==> config.mk <==
export PLATFORM = sky130hd
export DESIGN_NAME = brick_field
export DESIGN_NICKNAME = d
export VERILOG_FILES = /design/src/rtl/brick_field_pkg.sv /design/src/rtl/brick_locate.sv /design/src/rtl/brick_field.sv
export SDC_FILE = /design/constraint.sdc
export NUM_CORES = 1
export LEC_CHECK = 0
export ABC_CLOCK_PERIOD_IN_PS = 10290
export BUFFER_PORTS_ARGS = -buffer_cell sky130_fd_sc_hd__buf_4
export CORE_ASPECT_RATIO = 1.25
export CORE_MARGIN = 2
export CORE_UTILIZATION = 62
export DETAILED_ROUTE_END_ITERATION = 8
export PLACE_DENSITY = 0.89
export SLEW_MARGIN = 20
export SYNTH_ARGS = -nofsm -noshare
export SYNTH_HDL_FRONTEND = slang
export SYNTH_SLANG_ARGS = --single-unit
==> constraint.sdc <==
create_clock -name clk -period 10.29 [get_ports clk]
set_input_delay 2.058 -clock clk [delete_from_list [all_inputs] [get_ports clk]]
set_output_delay 2.058 -clock clk [all_outputs]
set_load 0.05 [all_outputs]
==> src/rtl/brick_field_pkg.sv <==
// Shared constants for the Breakout brick field: screen size, default brick geometry,
// hit FSM state encodings and an index-width helper.
package brick_field_pkg;

    localparam int SCREEN_W = 640;
    localparam int SCREEN_H = 480;

    localparam int DEF_ROWS     = 6;
    localparam int DEF_COLS     = 6;
    localparam int DEF_BRK_W    = 74;
    localparam int DEF_BRK_H    = 8;
    localparam int DEF_X_ORIGIN = 160;
    localparam int DEF_Y_ORIGIN = 8;

    typedef logic [1:0] hit_state_t;

    localparam hit_state_t ST_IDLE   = 2'd0;
    localparam hit_state_t ST_LOCATE = 2'd1;
    localparam hit_state_t ST_CLEAR  = 2'd2;

    // Index width for n items, never narrower than one bit.
    function automatic int idx_width(input int n);
        return (n <= 1) ? 1 : $clog2(n);
    endfunction

endpackage

==> src/rtl/brick_locate.sv <==
// Combinational point-to-brick lookup: parallel compares of (x,y) against constant
// brick boundaries, no division.
module brick_locate
    import brick_field_pkg::*;
#(
    parameter int NUM_ROWS = DEF_ROWS,
    parameter int NUM_COLS = DEF_COLS,
    parameter int BRK_W    = DEF_BRK_W,
    parameter int BRK_H    = DEF_BRK_H,
    parameter int X_ORIGIN = DEF_X_ORIGIN,
    parameter int Y_ORIGIN = DEF_Y_ORIGIN,
    localparam int ROW_W   = idx_width(NUM_ROWS),
    localparam int COL_W   = idx_width(NUM_COLS)
) (
    input  logic [9:0]       x,
    input  logic [8:0]       y,
    output logic             in_field,
    output logic [ROW_W-1:0] row,
    output logic [COL_W-1:0] col
);

    logic [10:0] x11;
    logic [10:0] y11;
    logic        col_hit;
    logic        row_hit;

    assign x11 = {1'b0, x};
    assign y11 = {2'b00, y};

    // Half-open intervals guarantee at most one column and one row match.
    always_comb begin
        col_hit = 1'b0;
        col     = '0;
        for (int c = 0; c < NUM_COLS; c++) begin
            if (x11 >= 11'(X_ORIGIN + BRK_W * c) && x11 < 11'(X_ORIGIN + BRK_W * (c + 1))) begin
                col_hit = 1'b1;
                col     = COL_W'(c);
            end
        end
    end

    always_comb begin
        row_hit = 1'b0;
        row     = '0;
        for (int r = 0; r < NUM_ROWS; r++) begin
            if (y11 >= 11'(Y_ORIGIN + BRK_H * r) && y11 < 11'(Y_ORIGIN + BRK_H * (r + 1))) begin
                row_hit = 1'b1;
                row     = ROW_W'(r);
            end
        end
    end

    assign in_field = col_hit & row_hit;

endmodule

==> src/rtl/brick_field.sv <==
// Breakout brick wall: alive bitmap, registered pixel lookup for drawing, and a
// three-state collision query engine that clears struck bricks.
//
// state  | meaning
// IDLE   | ready for a query; hit_ready high
// LOCATE | query point latched; registering field/row/col lookup
// CLEAR  | test alive bit, clear on hit, issue hit_ack next cycle
module brick_field
    import brick_field_pkg::*;
#(
    parameter int NUM_ROWS = DEF_ROWS,
    parameter int NUM_COLS = DEF_COLS,
    parameter int BRK_W    = DEF_BRK_W,
    parameter int BRK_H    = DEF_BRK_H,
    parameter int X_ORIGIN = DEF_X_ORIGIN,
    parameter int Y_ORIGIN = DEF_Y_ORIGIN,
    localparam int ROW_W   = idx_width(NUM_ROWS),
    localparam int COL_W   = idx_width(NUM_COLS),
    localparam int NB      = NUM_ROWS * NUM_COLS,
    localparam int CNT_W   = $clog2(NB + 1)
) (
    input  logic             clk,
    input  logic             reset,
    input  logic [9:0]       cnt_x,
    input  logic [8:0]       cnt_y,
    input  logic             level_load,
    input  logic             hit_req,
    input  logic [9:0]       hit_x,
    input  logic [8:0]       hit_y,
    output logic             hit_ready,
    output logic             hit_ack,
    output logic             hit_valid,
    output logic [ROW_W-1:0] hit_row,
    output logic [COL_W-1:0] hit_col,
    output logic             bricks,
    output logic [ROW_W-1:0] brick_row,
    output logic [CNT_W-1:0] bricks_left,
    output logic             level_clear
);

    localparam int IDX_W = idx_width(NB);

    if (X_ORIGIN + BRK_W * NUM_COLS > SCREEN_W || Y_ORIGIN + BRK_H * NUM_ROWS > SCREEN_H) begin : g_bad_geometry
        $error("brick_field: brick wall does not fit on the screen");
    end

    logic [NB-1:0]    alive;
    hit_state_t       state;

    logic             pix_in;
    logic [ROW_W-1:0] pix_row;
    logic [COL_W-1:0] pix_col;
    logic [IDX_W-1:0] pix_idx;

    logic [9:0]       hx;
    logic [8:0]       hy;
    logic             q_in;
    logic [ROW_W-1:0] q_row;
    logic [COL_W-1:0] q_col;
    logic             loc_in;
    logic [ROW_W-1:0] loc_row;
    logic [COL_W-1:0] loc_col;
    logic [IDX_W-1:0] loc_idx;

    brick_locate #(
        .NUM_ROWS (NUM_ROWS), .NUM_COLS (NUM_COLS), .BRK_W (BRK_W), .BRK_H (BRK_H),
        .X_ORIGIN (X_ORIGIN), .Y_ORIGIN (Y_ORIGIN)
    ) u_pix_locate (
        .x (cnt_x), .y (cnt_y), .in_field (pix_in), .row (pix_row), .col (pix_col)
    );

    brick_locate #(
        .NUM_ROWS (NUM_ROWS), .NUM_COLS (NUM_COLS), .BRK_W (BRK_W), .BRK_H (BRK_H),
        .X_ORIGIN (X_ORIGIN), .Y_ORIGIN (Y_ORIGIN)
    ) u_hit_locate (
        .x (hx), .y (hy), .in_field (q_in), .row (q_row), .col (q_col)
    );

    assign pix_idx   = IDX_W'(int'(pix_row) * NUM_COLS + int'(pix_col));
    assign loc_idx   = IDX_W'(int'(loc_row) * NUM_COLS + int'(loc_col));
    assign hit_ready = (state == ST_IDLE);

    always_ff @(posedge clk) begin
        if (reset) begin
            bricks    <= 1'b0;
            brick_row <= '0;
        end else begin
            bricks    <= pix_in & alive[pix_idx];
            brick_row <= (pix_in && alive[pix_idx]) ? pix_row : '0;
        end
    end

    always_ff @(posedge clk) begin
        if (reset) begin
            state       <= ST_IDLE;
            alive       <= '1;
            bricks_left <= CNT_W'(NB);
            hit_ack     <= 1'b0;
            hit_valid   <= 1'b0;
            hit_row     <= '0;
            hit_col     <= '0;
            level_clear <= 1'b0;
            hx          <= '0;
            hy          <= '0;
            loc_in      <= 1'b0;
            loc_row     <= '0;
            loc_col     <= '0;
        end else begin
            hit_ack     <= 1'b0;
            level_clear <= 1'b0;
            if (level_load) begin
                // Restoring the wall also abandons any query in flight.
                alive       <= '1;
                bricks_left <= CNT_W'(NB);
                state       <= ST_IDLE;
            end else begin
                case (state)
                    ST_IDLE: begin
                        if (hit_req) begin
                            hx    <= hit_x;
                            hy    <= hit_y;
                            state <= ST_LOCATE;
                        end
                    end
                    ST_LOCATE: begin
                        loc_in  <= q_in;
                        loc_row <= q_row;
                        loc_col <= q_col;
                        state   <= ST_CLEAR;
                    end
                    ST_CLEAR: begin
                        hit_ack <= 1'b1;
                        state   <= ST_IDLE;
                        if (loc_in && alive[loc_idx] && bricks_left != '0) begin
                            alive[loc_idx] <= 1'b0;
                            bricks_left    <= bricks_left - 1'b1;
                            hit_valid      <= 1'b1;
                            hit_row        <= loc_row;
                            hit_col        <= loc_col;
                            level_clear    <= (bricks_left == CNT_W'(1));
                        end else begin
                            hit_valid <= 1'b0;
                            hit_row   <= '0;
                            hit_col   <= '0;
                        end
                    end
                    default: state <= ST_IDLE;
                endcase
            end
        end
    end

endmodule

== Yosys cells after proc, flatten, opt, wreduce, memory -nomap -nowiden ==
Cells that the tools add are included.
Operators by class
  add/subtract/negate cells: 3
  multiply operators: 2
  $lt $le $gt $ge: 51
  equality and inequality tests: 4
  mux-type cells: 56
  bitwise operators: 9
  reductions and logical operators: 37
Operators by type and width (count)
  9-bit by 6-bit less-than comparator with 1-bit output (second input constant): 8
  10-bit by 9-bit greater-or-equal comparator with 1-bit output (second input constant): 6
  10-bit by 9-bit less-than comparator with 1-bit output (second input constant): 6
  9-bit by 6-bit greater-or-equal comparator with 1-bit output (second input constant): 6
  10-bit by 8-bit greater-or-equal comparator with 1-bit output (second input constant): 4
  10-bit less-than comparator (second input constant): 4
  36-bit bitwise AND: 1
  9-bit by 5-bit greater-or-equal comparator with 1-bit output (second input constant): 4
  9-bit by 5-bit less-than comparator with 1-bit output (second input constant): 4
  36-bit inverter: 1
  1-bit 2-to-1 mux: 33
  3-bit 2-to-1 mux: 10
  1-bit logical AND: 28
  10-bit greater-or-equal comparator (second input constant): 2
  10-bit by 8-bit less-than comparator with 1-bit output (second input constant): 2
  9-bit by 4-bit greater-or-equal comparator with 1-bit output (second input constant): 2
  2-bit 2-to-1 mux: 9
  6-bit by 7-bit less-than comparator with 1-bit output (second input constant): 2
  6-bit by 3-bit adder with 6-bit output: 2
  1-bit binary-select mux with 6-bit select: 2
  3-bit by 2-bit multiplier with 5-bit output (second input constant): 2
  1-bit demux with 6-bit select: 1
  6-bit by 1-bit == test with 1-bit output (second input constant): 1
  6-bit by 1-bit greater-or-equal comparator with 1-bit output (second input constant): 1
  13 further kinds: 21
Storage, ports and cells
  register bits: 83
  input port bits: 42
  output and inout port bits: 20
  logic and storage cells: 177

== Longest topological paths before layout ==
Gate-level depths: netlist (run 1).
  word-level depth: 14
  depth in mapped cells: 14
  mapped depth without buffers: 14

== By module ==
A second synthesis (run 1) with hierarchy kept.
Second synthesis, totals
  cell total of the unflattened synthesis: 519
  area, all modules: 4377.9 µm²
Modules (own cells, without submodules)
  brick_field: instances 1, cells each 449, area an instance 3922.5 µm², sequential area each 1661.6 µm²
  brick_locate: instances 2, cells each 35, area an instance 227.7 µm², sequential area each 0.0 µm²

== Worst setup path after synthesis (run 1) ==
No wires, ideal clock.
  path type: in2reg
  from: in cnt_y[8]
  to: reg brick_row[0]
  library setup time: 80 ps
  arrival time: 4842 ps
  data required time: 10210 ps
  setup slack: 5368 ps
  stages on the path: 12
  path buffers: 0
  path through: nor3_2 -> nor3b_1 -> ha_1 -> fa_1 -> nor2b_1 -> a32oi_2 -> xnor2_1 -> nor4_2 -> a41oi_1 -> a2111oi_2 -> nand4_1 -> nor3b_1
On the way
  longest elaborated chain between the ends: 14
  elaborated cells between the ends (all ways): 37
  classes of those cells: 1 x add/sub; 1 x mul; 12 x order compare; 13 x mux; 2 x bitwise; 8 x reduce/logical
Ends and longest elaborated chain
  from (decl): line brick_field.sv:25  | input logic [8:0] cnt_y,
  9-bit by 5-bit greater-or-equal comparator with 1-bit output / 9-bit by 5-bit less-than comparator with 1-bit output (equally long branches): line brick_locate.sv:46  | if (y11 >= 11'(Y_ORIGIN + BRK_H * r) && y11 < 11'(Y_ORIGIN + BRK_H * (r + 1))) begin
  1-bit logical AND: line brick_locate.sv:46
  1-bit 2-to-1 mux: line brick_locate.sv:46
  2-bit 2-to-1 mux (2 in a row): line brick_locate.sv:46
  3-bit 2-to-1 mux: line brick_locate.sv:46
  3-bit 2-to-1 mux *: line brick_locate.sv:46
  net pix_row[0]: line brick_field.sv:51  | logic [ROW_W-1:0] pix_row;
  3-bit by 2-bit multiplier with 5-bit output: line brick_field.sv:79  | assign pix_idx = IDX_W'(int'(pix_row) * NUM_COLS + int'(pix_col));
  6-bit by 3-bit adder with 6-bit output: line brick_field.sv:79
  1-bit binary-select mux with 6-bit select: line brick_field.sv:89  | brick_row <= (pix_in && alive[pix_idx]) ? pix_row : '0;
  1-bit 2-to-1 mux (not written as such): line brick_field.sv:89
  1-bit logical AND: line brick_field.sv:89
  1-bit inverter (no line)
  2-bit OR reduction (no line)
  to (signal assigned): line brick_field.sv:89
  to (decl): line brick_field.sv:36  | output logic [ROW_W-1:0] brick_row,
The timed path passes the listed nets; every way through them passes the cells marked *. The select of a mux whose other input is x is not followed.
A chain may end at the register's enable or synchronous reset.

== Final worst setup path (run 1) ==
  from: in cnt_y[8]
  to: reg brick_row[1]
On the way
  longest elaborated chain between the ends: 14
  elaborated cells between the ends (all ways): 37
  classes of those cells: 1 x add/sub; 1 x mul; 12 x order compare; 13 x mux; 2 x bitwise; 8 x reduce/logical
Ends and longest elaborated chain (line)
  9-bit by 5-bit greater-or-equal comparator with 1-bit output / 9-bit by 5-bit less-than comparator with 1-bit output (equally long branches): brick_locate.sv:46
  1-bit logical AND: brick_locate.sv:46
  1-bit 2-to-1 mux: brick_locate.sv:46
  2-bit 2-to-1 mux (2 in a row): brick_locate.sv:46
  3-bit 2-to-1 mux: brick_locate.sv:46
  3-bit 2-to-1 mux *: brick_locate.sv:46
  net pix_row[0]: brick_field.sv:51
  3-bit by 2-bit multiplier with 5-bit output *: brick_field.sv:79
  6-bit by 3-bit adder with 6-bit output *: brick_field.sv:79
  1-bit binary-select mux with 6-bit select *: brick_field.sv:89
  1-bit 2-to-1 mux (not written as such) *: brick_field.sv:89
  1-bit logical AND *: brick_field.sv:89
  1-bit inverter (no line) *
  2-bit OR reduction (no line) *
Marks and branches as above.

==> results of run 1 <==
## per-stage QoR
step | cells | total power, mW | cell area (sq um) | setup slack, ns
2_1_floorplan | 538 | 0.359 | 4400 | 5.37
3_3_place_gp | 654 | 0.377 | 4780 | 4.76
3_5_place_dp | 654 | 0.380 | 4780 | 4.63
4_1_cts | 670 | 0.648 | 5020 | 5.01
5_1_grt | 670 | 0.666 | 5030 | 4.82
6_report | 670 | 0.648 | 5030 | 5.01
## cell type report
type,count,area [sq um],share of cell area
inverters,12,45.0,0.00896
multi-input cells,419,2650,0.526
well taps,90,113,0.0224
repair buffers,54,405,0.0806
clock buffers,11,131,0.0261
clock inverters,5,106,0.0211
flip-flops and latches,79,1580,0.315
## tightest hold or removal path: stages (launching register included)
cell and delay [ns]:
dfxtp_1 0.32, nand2_1 0.05, a21oi_1 0.05
## state kept, by name, indices dropped and copies added, names as in the netlist, 3 cells and up
| register | flops |
|---|---|
| loc_col | 3 |
| hit_row | 3 |
| loc_row | 3 |
| bricks_left | 6 |
| hy | 6 |
| brick_row | 3 |
| hit_col | 3 |
| alive | 36 |
| hx | 9 |
## power groups by stage
stage | sequential [mW] | combinational (mW) | clock, mW
2_1_floorplan | 0.319 | 0.0397 | 0
3_3_place_gp | 0.320 | 0.0572 | 0
3_5_place_dp | 0.320 | 0.0591 | 0
4_1_cts | 0.313 | 0.0596 | 0.275
5_1_grt | 0.314 | 0.0662 | 0.286
6_report | 0.313 | 0.0603 | 0.274
## routing by layer
layer  vias to the layer above  track usage  wire length [um]
met2                       163        0.493              5630
met1                      1956        0.315              4220
met4                         0        0.133               344
met3                        38       0.0379               468
met5                         -            0                 0
li1                       2009            -                 -
## worst paths after layout
check / from / end / slack, ns / cells after the start
worst max register to register: loc_row[1] / alive[18] / 5.93 / 11
worst min-delay path: hy[8] / hy[8] / 0.46 / 2
worst max-delay path: cnt_y[8] / brick_row[1] / 5.01 / 13
worst min register to register: hy[8] / hy[8] / 0.46 / 2
## cell usage in the layout (no fill, tap or decap), types with 4 or more instances in the layout
cell type   n
a21oi_1    41
fa_1        4
ha_1       12
nand3_1    14
nor2_1     65
dfxtp_1    79
nor3_1     12
and3_1      5
inv_1      12
nand2_1    80
o21ai_0    36
a22oi_1    10
a31oi_1     9
nor2b_1     5
xnor2_1     6
clkbuf_8    9
o211ai_1    9
xor2_1     10
o2111ai_1   5
nor3b_1     4
mux2i_1    16
buf_4      54
nand2b_1    5
## cell families (layout without fill, tap and decap cells)
group / Yosys count / count (layout) / synth area share
multiplexers: 22 / 22 / 0.0595
buffers and inverters: 40 / 82 / 0.0401
AND/OR/NAND/NOR: 217 / 217 / 0.236
AO/OA/AOI/OAI: 148 / 148 / 0.220
adder cells (fa/ha/maj): 16 / 16 / 0.0524
XOR/XNOR: 16 / 16 / 0.0319
flip-flops: 79 / 79 / 0.360
==> results.yml, run 1 <==
power:
  combPwrFrac: 0.093
  powerDensity_mw_per_mm2: 129
  ir_drop_v: 0.000146
  clkPwrFrac: 0.423
  p_sw_mw: 0.153
  swShare: 0.235
  internal_power_mw: 0.496
  seqPwrFrac: 0.483
  leakage_nw: 1.91
final_layout:
  n_fill_cell: 519
  drive_gt1_frac: 0.152
  final_core_util: 0.725
  area_growth_pct: 14.4
  antennaDiodeCount: 0
  nets: 633
routing:
  drt_pass1_iterations: 6
  drt-total-wl_mm: 10.7
  drtIter0Drc: 375
  post_drt_wl_per_cell_um: 15.9
  vias: 4166
  antenna_left: 0
  routed_via_density: 6.22
  drc: 0
sta:
  worstMarginPinSlew_ns: 0.900
  finalSetupTns_ns: 0
  slew_headroom: 0.398
  layout_min_cycle_time_ns: 5.28
  rsz0062_at_grt: "no"
  setup_viol: 0
  whs_ns: 0.460
  finalCritPeriodShare: 0.513
  finalMaxSlewViolations: 0
  fin_skew_ns: 0.00779
  clock.fmax_mhz: 189
  finalHoldViolations: 0
global_routing:
  grt_pass1_vias: 3869
  grtUsageTotal: 0.275
  grt_pass1_wl_mm: 17.2
  antenna_found_initial: 0
  grt_overflow: 0
  grt_max_degree: 36
clock_tree:
  post-cts-setup-buffers: 0
  cts-root-buf: "clkbuf_8"
  clkTransAtPathRegs_ns: 0.08
  insertion_delay_ns: 0.36
  cts_hold_buf: 0
  cts_inserted_buffers: 9
  cts_tree: "yes"
  post_cts_resized: 0
  cts_num_sinks: 79
  cts_buffer_depth: 2
  ctsHtreeMaxLevel: 3
floorplan:
  start_util: 0.634
  die_y_um: 98.1
  coreArea_sq_mm: 0.00693
  die_w_um: 79.3
  io_pins: 62
  rows: 34
  dieArea_sq_mm: 0.00778
synth:
  postSynthAreaPerCell_sq_um: 8.17
  yosys-top-cells-area: "dfxtp_1, nand2_1, nor2_1"
  synth_top_area_share: 0.360
  synth_most_common_cell: "nand2_1"
  synth-main-ff-cell: "dfxtp_1"
  ys_seq_area_frac: 0.360
  async_flop_share: 0
  syn-cell-area_sq_mm: 0.00440
  yosysWarnings: 0
  synth-edff-count: 0
  synth.distinct_cells: 69
  yosysTopAreaCell: "dfxtp_1"
  ys_ff_latch: 79
  syn_nets: 596
  syn-instance-count: 538
  netlist_top_cells_count: "nand2_1, dfxtp_1, nor2_1"
setup_path:
  crit_buf_inv: 1
  cp_cell_sequence: "buf_4 > nor3_2 > nor3b_1 > ha_1 > fa_1 > nor2b_1 > a32oi_2 > xnor2_1 > nor4_2 > a41oi_1 > a2111oi_2 > nand4_1 > nor3_1"
  critPathMaxStageDelay_ns: 0.51
  worst_path_max_delay_cell: "fa_1"
  crit_type: "in2reg"
  worst_setup_path_start_kind: "primary input"
  endpoint_kind: "flop"
  path_max_fanout: 8
  cp_top_family: "simple AND/OR/NAND/NOR gates"
  cp.arrival_ns: 5.55
  required_ns: 10.56
flow_run:
  drv_cap: 0
placement:
  dp_hpwl_mm: 7.52
  numPortBuffers: 53
  gp_congestion: 0.927
run_status:
  status: "completed"
hold_path:
  hp-class: "reg2reg"
Note: power is estimated with default switching activity, not from simulation.
==> run 2, diff against run 1 <==
--- a/config.mk
+++ b/config.mk
@@ -5,13 +5,13 @@
 export SDC_FILE = /design/constraint.sdc
 export NUM_CORES = 1
 export LEC_CHECK = 0
-export ABC_CLOCK_PERIOD_IN_PS = 10290
+export ABC_CLOCK_PERIOD_IN_PS = 4900
 export BUFFER_PORTS_ARGS = -buffer_cell sky130_fd_sc_hd__buf_4
 export CORE_ASPECT_RATIO = 1.25
 export CORE_MARGIN = 2
-export CORE_UTILIZATION = 62
+export CORE_UTILIZATION = 57
 export DETAILED_ROUTE_END_ITERATION = 8
-export PLACE_DENSITY = 0.89
+export PLACE_DENSITY = 0.83
 export SLEW_MARGIN = 20
 export SYNTH_ARGS = -nofsm -noshare
 export SYNTH_HDL_FRONTEND = slang
==> constraint.sdc (replaced) <==
create_clock -name clk -period 4.9 [get_ports clk]
set_input_delay 0.98 -clock clk [delete_from_list [all_inputs] [get_ports clk]]
set_output_delay 0.98 -clock clk [all_outputs]
set_load 0.05 [all_outputs]
==> results.yml, run 2 (synthesis results as in run 1) <==
setup_path:
  reg2reg_slack_ns: 1.20
  worst_setup_path_start_kind: "primary input"
  path_max_fanout: 8
  r2r_cells: 12
  cp_num_cells: 13
  cp.arrival_ns: 4.26
  critPathMaxStageDelay_ns: 0.52
  r2r-start: "loc_row[1]"
  cp_top_family: "simple AND/OR/NAND/NOR gates"
  worst_path_max_delay_cell: "fa_1"
  crit_buf_inv: 1
  crit_type: "in2reg"
  required_ns: 5.18
  critical_path.endpoint: "brick_row[1]"
  cp-startpoint: "cnt_y[8]"
  cp_cell_sequence: "buf_4 > nor3_2 > nor3b_1 > ha_1 > fa_1 > nor2b_1 > a32oi_2 > xnor2_1 > nor4_2 > a41oi_1 > a2111oi_2 > nand4_1 > nor3_1"
  worstReg2RegEnd: "hit_col[1]"
  endpoint_kind: "flop"
sta:
  slew_headroom: 0.427
  finalMaxSlewViolations: 0
  finalCritPeriodShare: 0.812
  fin_skew_ns: 0.0124
  worstMarginPinSlew_ns: 0.860
  clock.fmax_mhz: 251
  setup_viol: 0
  finalHoldViolations: 0
  rsz0062_at_grt: "no"
  layout_min_cycle_time_ns: 3.98
  finalSetupTns_ns: 0
routing:
  drtIter0Drc: 326
  antenna_left: 0
  drt_pass1_iterations: 5
  routed_via_density: 6.18
  drt-total-wl_mm: 10.5
  post_drt_wl_per_cell_um: 15.5
  vias: 4172
  drc: 0
placement:
  dp_cells: 659
  placed_cell_area_sq_mm: 0.00481
  gp_congestion: 0.850
  dp_hpwl_mm: 7.72
  numPortBuffers: 53
global_routing:
  grt_overflow: 0
  grtUsageTotal: 0.268
  antenna_found_initial: 0
  grt_pass1_vias: 3924
  grt_max_degree: 36
  grt_pass1_wl_mm: 17.6
final_layout:
  final_core_util: 0.676
  largest_reg_flops: 36
  drive_gt1_frac: 0.160
  antennaDiodeCount: 0
  fin_cells: 675
  n_fill_cell: 621
  area_growth_pct: 14.5
  stdcell_area_sq_mm: 0.00503
  final_common_cell: "nand2_1"
  reg_top3: "alive: 36 flops, hx: 9 flops"
  final_cell_mix: "nand2_1, dfxtp_1, nor2_1"
  nets: 636
  regMostFlops: "alive"
clock_tree:
  cts_inserted_buffers: 9
  clkTransAtPathRegs_ns: 0.08
  post_cts_resized: 0
  cts_num_sinks: 79
  cts_buffer_depth: 2
  cts_tree: "yes"
  cts-root-buf: "clkbuf_8"
  ctsHtreeMaxLevel: 3
  insertion_delay_ns: 0.36
  cts_hold_buf: 0
  post-cts-setup-buffers: 0
power:
  leakage_nw: 1.93
  clkPwrFrac: 0.394
  finalPower_mw: 1.30
  seqPwrFrac: 0.507
  powerDensity_mw_per_mm2: 258
  swShare: 0.253
  p_sw_mw: 0.328
  combPwrFrac: 0.099
  ir_drop_v: 0.000193
  internal_power_mw: 0.970
flow_run:
  drv_cap: 0
floorplan:
  die_w_um: 82.5
  coreArea_sq_mm: 0.00744
  io_pins: 62
  dieArea_sq_mm: 0.00843
  die_y_um: 102
  start_util: 0.590
  rows: 35
hold_path:
  hp-class: "reg2reg"
run_status:
  status: "completed"
==> run 2: cell types whose count changed in the layout (fill, tap and decap cells not counted) <==
cell	before	now
clkbuf_8	9	11
buf_4	54	57
clkinvlp_4	1	0
bufinv_16	3	1
clkbuf_1	2	0
inv_6	0	1
clkinv_4	1	3
==> run 2: through the flow <==
step	setup slack (ns)	hold WS [ns]
after global placement	0.715	0.444
after CTS	0.902	0.457
after detailed placement	0.539	0.447
after floorplan	1.06	0.436
after global routing	0.633	0.494
final	0.920	0.457
==> run 2: how the worst min path moves through the flow <==
stage,cells after the start,slack (ns),startpoint,to
2_1_floorplan,2,0.44,hy[6],hy[6]
3_3_place_gp,2,0.44,hy[8],hy[8]
3_5_place_dp,2,0.45,loc_in,loc_in
4_1_cts,2,0.46,loc_in,loc_in
5_1_grt,2,0.49,hy[7],hy[7]
6_report,2,0.46,loc_in,loc_in
==> run 2: final cells by class <==
class,count,area (sq um),area share
well taps,92,115,0.0229
flip-flops and latches,79,1580,0.314
clock inverters,5,65.1,0.0129
clock buffers,11,151,0.0301
inverters,12,45.0,0.00895
multi-input cells,419,2650,0.526
repair buffers,57,428,0.0850
==> run 2: power groups by stage <==
stage / Sequential, mW / Combinational (mW) / Clock (mW)
finish: 0.658 / 0.128 / 0.512
global route: 0.660 / 0.143 / 0.549
CTS: 0.658 / 0.127 / 0.519
detailed placement: 0.673 / 0.126 / 0
global placement: 0.672 / 0.123 / 0
floorplan: 0.670 / 0.0833 / 0
==> run 2: tightest hold or removal path, cell delays in order, from the launching register on <==
cell and delay (ns):
dfxtp_1 0.31, nand2_1 0.05, a21oi_1 0.05
==> run 2: metal layers <==
metal / GRT usage / wire (um) / up-vias
li1: - / - / 2021
met1: 0.296 / 4130 / 1976
met2: 0.474 / 5490 / 137
met3: 0.0530 / 511 / 38
met4: 0.148 / 360 / 0
met5: 0 / 0 / -
